===== config.mk =====
export PLATFORM = sky130hd
export DESIGN_NAME = sdram_port_arbiter
export DESIGN_NICKNAME = d
export VERILOG_FILES = /design/src/rtl/sdram_port_arbiter.sv
export SDC_FILE = /design/constraint.sdc
export NUM_CORES = 1
export LEC_CHECK = 0
export CORE_MARGIN = 1
export CORE_UTILIZATION = 45
export DETAILED_ROUTE_END_ITERATION = 16
export PLACE_DENSITY = 0.84
export SLEW_MARGIN = 20
export SYNTH_ARGS = -nofsm -noshare
export SYNTH_HDL_FRONTEND = slang
export SYNTH_SLANG_ARGS = --single-unit

===== constraint.sdc =====
create_clock -name clk_sys -period 2.4 [get_ports clk_sys]
set_input_delay 0.72 -clock clk_sys [delete_from_list [all_inputs] [get_ports clk_sys]]
set_output_delay 0.72 -clock clk_sys [all_outputs]
set_load 0.02 [all_outputs]

===== src/rtl/sdram_port_arbiter.sv =====
// sdram_port_arbiter
//   Shares one single-port SDRAM controller between the cartridge PRG and CHR
//   buses. One access is in flight at a time. Grants are round robin. Each port
//   keeps a one-entry read-hit register (tag/valid/rdata), so a repeated read of
//   the same address completes without touching SDRAM. The cartridge reset
//   output is held until the controller first reports ready.
//
// Ports
//   clk_sys, rst            : system clock, synchronous active-high reset
//   rst_out                 : cartridge reset, released on first mem_ready
//   prg_* / chr_*           : requester ports (level req, one-cycle ack)
//                             req, addr, wren, wdata in; rdata, ack out
//   mem_address, mem_req,
//   mem_wren, to_mem        : controller command side (mem_req is the strobe)
//   from_mem, mem_ready     : controller read data and idle/done flag

// Per-port read-hit register. Holds the last read data of its port and the
// address it came from; a write to that address from either port drops it.
module sdram_port_slot #(
    parameter int ADDR_W = 21
) (
    input  logic              clk_sys,
    input  logic              rst,
    input  logic              req,
    input  logic [ADDR_W-1:0] addr,
    input  logic              wren,
    input  logic              ack,
    input  logic              fill,
    input  logic              inval,
    input  logic [ADDR_W-1:0] mem_addr,
    input  logic [7:0]        fill_data,
    output logic              elig,
    output logic              hit,
    output logic [7:0]        rdata
);
    logic              valid;
    logic [ADDR_W-1:0] tag;

    // A request still high during its own ack cycle is stale, not a new one.
    assign elig = req & ~ack;
    assign hit  = elig & ~wren & valid & (addr == tag);

    always_ff @(posedge clk_sys) begin
        if (rst) begin
            valid <= 1'b0;
            tag   <= '0;
            rdata <= '0;
        end else if (fill) begin
            valid <= 1'b1;
            tag   <= mem_addr;
            rdata <= fill_data;
        end else if (inval && (tag == mem_addr)) begin
            valid <= 1'b0;
        end
    end
endmodule

module sdram_port_arbiter #(
    parameter int ADDR_W = 21
) (
    input  logic              clk_sys,
    input  logic              rst,
    output logic              rst_out,
    input  logic              prg_req,
    input  logic [ADDR_W-1:0] prg_addr,
    input  logic              prg_wren,
    input  logic [7:0]        prg_wdata,
    output logic [7:0]        prg_rdata,
    output logic              prg_ack,
    input  logic              chr_req,
    input  logic [ADDR_W-1:0] chr_addr,
    input  logic              chr_wren,
    input  logic [7:0]        chr_wdata,
    output logic [7:0]        chr_rdata,
    output logic              chr_ack,
    output logic [ADDR_W-1:0] mem_address,
    output logic              mem_req,
    output logic              mem_wren,
    output logic [7:0]        to_mem,
    input  logic [7:0]        from_mem,
    input  logic              mem_ready
);
    typedef enum logic [2:0] {INIT, IDLE, REQ, SETTLE, WAIT, DONE} state_t;

    // Port index 0 = PRG, 1 = CHR.
    localparam int NUM_PORTS = 2;

    state_t state, state_nxt;

    logic [NUM_PORTS-1:0]             req_v, wren_v, elig, hit;
    logic [NUM_PORTS-1:0]             ack, ack_nxt;
    logic [NUM_PORTS-1:0][ADDR_W-1:0] addr_v;
    logic [NUM_PORTS-1:0][7:0]        wdata_v, rdata_v;

    logic last;       // port served by the previous SDRAM access
    logic gnt;        // port owning the access in flight
    logic gnt_nxt;
    logic take;       // latch a new command this cycle
    logic wait_done;  // controller finished the access in flight

    assign req_v   = {chr_req, prg_req};
    assign wren_v  = {chr_wren, prg_wren};
    assign addr_v  = {chr_addr, prg_addr};
    assign wdata_v = {chr_wdata, prg_wdata};

    assign prg_ack   = ack[0];
    assign chr_ack   = ack[1];
    assign prg_rdata = rdata_v[0];
    assign chr_rdata = rdata_v[1];

    assign wait_done = (state == WAIT) && mem_ready;

    for (genvar i = 0; i < NUM_PORTS; i++) begin : g_port
        sdram_port_slot #(.ADDR_W(ADDR_W)) u_slot (
            .clk_sys   (clk_sys),
            .rst       (rst),
            .req       (req_v[i]),
            .addr      (addr_v[i]),
            .wren      (wren_v[i]),
            .ack       (ack[i]),
            .fill      (wait_done && !mem_wren && (gnt == 1'(i))),
            .inval     (wait_done && mem_wren),
            .mem_addr  (mem_address),
            .fill_data (from_mem),
            .elig      (elig[i]),
            .hit       (hit[i]),
            .rdata     (rdata_v[i])
        );
    end

    always_ff @(posedge clk_sys) begin
        if (rst) state <= INIT;
        else     state <= state_nxt;
    end

    always_comb begin
        state_nxt = state;
        ack_nxt   = '0;
        gnt_nxt   = gnt;
        take      = 1'b0;
        case (state)
            INIT:   if (mem_ready) state_nxt = IDLE;
            IDLE: begin
                if (|hit) begin
                    // Hits never touch SDRAM; both ports may complete together.
                    ack_nxt = hit;
                end else if (mem_ready && (|elig)) begin
                    // Prefer the port that did not go last; fall back to the other.
                    gnt_nxt   = elig[~last] ? ~last : last;
                    take      = 1'b1;
                    state_nxt = REQ;
                end
            end
            REQ:    state_nxt = SETTLE;
            // Controller drops mem_ready a cycle late; a stale ready here is ignored.
            SETTLE: state_nxt = WAIT;
            WAIT: begin
                if (mem_ready) begin
                    ack_nxt[gnt] = 1'b1;
                    state_nxt    = DONE;
                end
            end
            DONE:   state_nxt = IDLE;
            default: state_nxt = INIT;
        endcase
    end

    always_ff @(posedge clk_sys) begin
        if (rst) begin
            rst_out     <= 1'b1;
            ack         <= '0;
            mem_req     <= 1'b0;
            mem_wren    <= 1'b0;
            mem_address <= '0;
            to_mem      <= '0;
            gnt         <= 1'b0;
            last        <= 1'b1;
        end else begin
            ack     <= ack_nxt;
            mem_req <= take;
            if (state == INIT && mem_ready) rst_out <= 1'b0;
            // Command fields hold between accesses; only mem_req qualifies them.
            if (take) begin
                gnt         <= gnt_nxt;
                mem_address <= addr_v[gnt_nxt];
                mem_wren    <= wren_v[gnt_nxt];
                to_mem      <= wdata_v[gnt_nxt];
            end
            if (state == DONE) last <= gnt;
        end
    end
endmodule


==> qor.csv <==
stage,metric,value,unit
run_status,status,finished with violations,
synthesis,ys_async_sr_fraction,0,%
worst_setup_path,start_kind,primary input,
power_and_ir_drop,power.density,546,nW/um2
worst_setup_path,cp_data_arrival_time,2930,ps
timing,fmax,376,MHz
worst_setup_path,required,2670,ps
clocking,ctsHoldBuffers,0,
timing,period_minus_slack,2660,ps
synthesis,synth_cell_types,36,
clocking,tritoncts,built,
worst_setup_path,worstPathCellList,"buf_8, xor2_2, nor4_2, buf_4, nand4_1, buf_4, o22ai_4, nand3b_4, buf_12, buf_12, buf_12, nand3_1, a311oi_2",
final_layout,instances_no_fill,911,
drt,routed_wl,24.0,mm
timing,relSlewSlack,53.2,%
timing,finalHoldViolCount,0,
hold_path,hold_class,flip-flop to flip-flop,
worst_setup_path,slowest_stage,nor4_2,
drt,wire_per_inst,26.3,um
final_layout,stdcell_area,8510,um2
clocking,h-tree-depth,3,
drt,firstDrtPassIters,6,
synthesis,yosysWarnings,0,
clocking,cts_sinks,99,
synthesis,yosys.area.top_type_share,38.4,%
drt,drc,0,
place,post_dp_cell_area,6710,um2
synthesis,synth_top_cell_by_area,dfxtp_1,
timing,skew,16.2,ps
global_routing,gr-usage-all-layers,34.8,%
final_layout,antenna_cells,0,
clocking,clock-root-buffer,clkbuf_16,
worst_setup_path,endpoint_kind,flip-flop,
floorplanning,die-area,11900,um2
clocking,cts_max_path_buffers,2,
clocking,clock_latency,360,ps
final_layout,nFillCells,613,
worst_setup_path,crit_path_max_fanout,6,
global_routing,grt-ovfl-total,0,
place,pre_cts_slack,-737,ps
timing,drv_slew,0,
timing,post-route-period-util,111,%
final_layout,syn2layout_area_growth,65.1,%
floorplanning,io_pins,123,
power_and_ir_drop,p_leak,3.16,nW
floorplanning,die_x,109,um
synthesis,synthCells,604,
global_routing,grt_pass1_vias,5546,
final_layout,final_core_util,77.5,%
floorplanning,fp.coreArea,11000,um2
power_and_ir_drop,ir_drop,0.583,mV
drt,antenna_left,0,
synthesis,synth-edff-count,0,
clocking,clkTransAtPathRegs,70,ps
run_status,violations,setup timing,
worst_setup_path,crit_path_frequent_cell,buf_12,
synthesis,synth_nets,677,
timing,setup_viol,33,
worst_setup_path,path_class,primary input to flip-flop,
synthesis,synth_seq_cells,99,
drt,num_vias,5845,
synthesis,synth_area,5160,um2
final_layout,drive_above_1_share,34.1,%
global_routing,grt_max_degree,48,
timing,rsz0062_at_grt,true,
place,portBuffers,122,
global_routing,antenna_found_initial,0,
drt,drt_iter0_drc,860,
synthesis,synth_area_leaders,"dfxtp_1, xor2_1, nand2_1",
place,post-place-cells,851,
floorplanning,num_rows,38,
synthesis,avgSynthCellArea,8.54,um2
place,dp_hpwl,10.8,mm
synthesis,synthFlopType,dfxtp_1,
floorplanning,die_h,109,um
worst_setup_path,slowest_delay,300,ps
place,gp_congestion,0.884,
timing,holdWs,460,ps
timing,fin_ws,-261,ps
global_routing,grt_pass1_wl,30.9,mm
power_and_ir_drop,power,4.65,mW
clocking,cts-buffers-inserted,9,
drt,vias_per_cell,6.42,
job,cap_violations,0,
floorplanning,start_util,46.9,%
timing,tightest_slew,701,ps
synthesis,ys_seq_area_share,38.4,%
final_layout,final_nets,840,
timing,setup_tns,-6290,ps
## metal layers
layer  vias to the layer above  GRT usage, %  routed length, um
met3                       185          9.56               2880
met5                         -             0                  0
li1                       2407             -                  -
met1                      2712          40.6               8440
met2                       541          57.6              10900
met4                         0          19.2               1780
## final timing paths
path / start / end / slack, ps / cells past startpoint
setup / recovery: chr_addr[19] / mem_address[2]$_SDFFE_PP0P_ / -260 / 13
hold / removal: g_port[1].u_slot.rdata[1]$_SDFFE_PP0P_ / g_port[1].u_slot.rdata[1]$_SDFFE_PP0P_ / 460 / 2
setup reg to reg: g_port[0].u_slot.tag[4]$_SDFFE_PP0P_ / mem_address[10]$_SDFFE_PP0P_ / -210 / 12
hold reg to reg: g_port[1].u_slot.rdata[1]$_SDFFE_PP0P_ / g_port[1].u_slot.rdata[1]$_SDFFE_PP0P_ / 460 / 2
## cell usage after synthesis, types with 2 or more instances
master / count
buf_6: 4
xor2_1: 64
nand3_1: 33
a311oi_2: 29
dfxtp_1: 99
nor2b_1: 4
nand4bb_1: 2
nand4_1: 8
o41ai_1: 2
nor4_1: 14
xnor2_1: 20
clkbuf_1: 29
a21oi_1: 64
or3_1: 2
a21bo_2: 30
nor3_1: 7
and2b_1: 2
nand2_1: 124
o21ai_0: 2
buf_2: 8
nor2_1: 42
## final cells by class
cell class | instances | area (um2) | area share (%)
clock inverters | 5 | 30.0 | 0.353
well taps | 140 | 175 | 2.06
multi-input cells | 462 | 3800 | 44.6
flip-flops and latches | 99 | 1980 | 23.3
repair buffers | 194 | 2280 | 26.8
clock buffers | 10 | 239 | 2.81
inverters | 1 | 3.75 | 0.0441
## cell families after synthesis
logic type,count (synthesis),share of synthesized area [%]
and+or+nand+nor,242,20.8
buffers and inverters,43,3.91
xor gates and xnor gates,84,14.3
AOI/OAI and AO/OA,136,22.6
DFF,99,38.4
## registers in the layout, indices dropped and copies added (netlist names)
| register | count |
|---|---|
| g_port.u_slot.tag | 42 |
| mem_address | 21 |
| g_port.u_slot.rdata | 16 |
| to_mem | 8 |
| state | 3 |
| ack | 2 |
| g_port.u_slot.valid | 2 |
| gnt | 1 |
| last | 1 |
| mem_req | 1 |
| mem_wren | 1 |
| rst_out | 1 |
## cell usage in the layout, fill, tap and decap left out, types with 7 or more instances in the layout
cell type	instances
a21bo_2	7
a21bo_4	23
a21oi_1	64
a311oi_2	30
buf_12	17
buf_16	15
buf_2	21
buf_4	28
buf_6	12
clkbuf_16	14
clkdlybuf4s50_1	74
dfxtp_1	98
dlygate4sd2_1	8
nand2_1	123
nand3_1	11
nand3_2	13
nand3_4	9
nand4_1	8
nor2_1	29
nor2_2	10
xnor2_1	20
xor2_1	37
xor2_2	21
## report_power, final
group	switching (mW)	leakage [nW]	internal (mW)	total [mW]
registers	0.0794	0.802	1.69	1.76
clock network	0.672	0.130	0.722	1.39
logic	0.733	2.23	0.759	1.49
total	1.48	3.16	3.17	4.65
## what timing repair did
action	4_1_cts	5_1_grt
endpoints found under the setup margin	33	32
resized for setup	235	80
buffers inserted	22	6
cloned	16	6
pin swaps	50	60
hold endpoints to repair	0	0
## worst max-delay path: cells and delay by family
kind	cells	cell delay, ps
xor gates and xnor gates	1	170
AOI/OAI and AO/OA	2	400
and+or+nand+nor	4	750
buffers and inverters	6	870
Power figures use the tool's default switching activity.
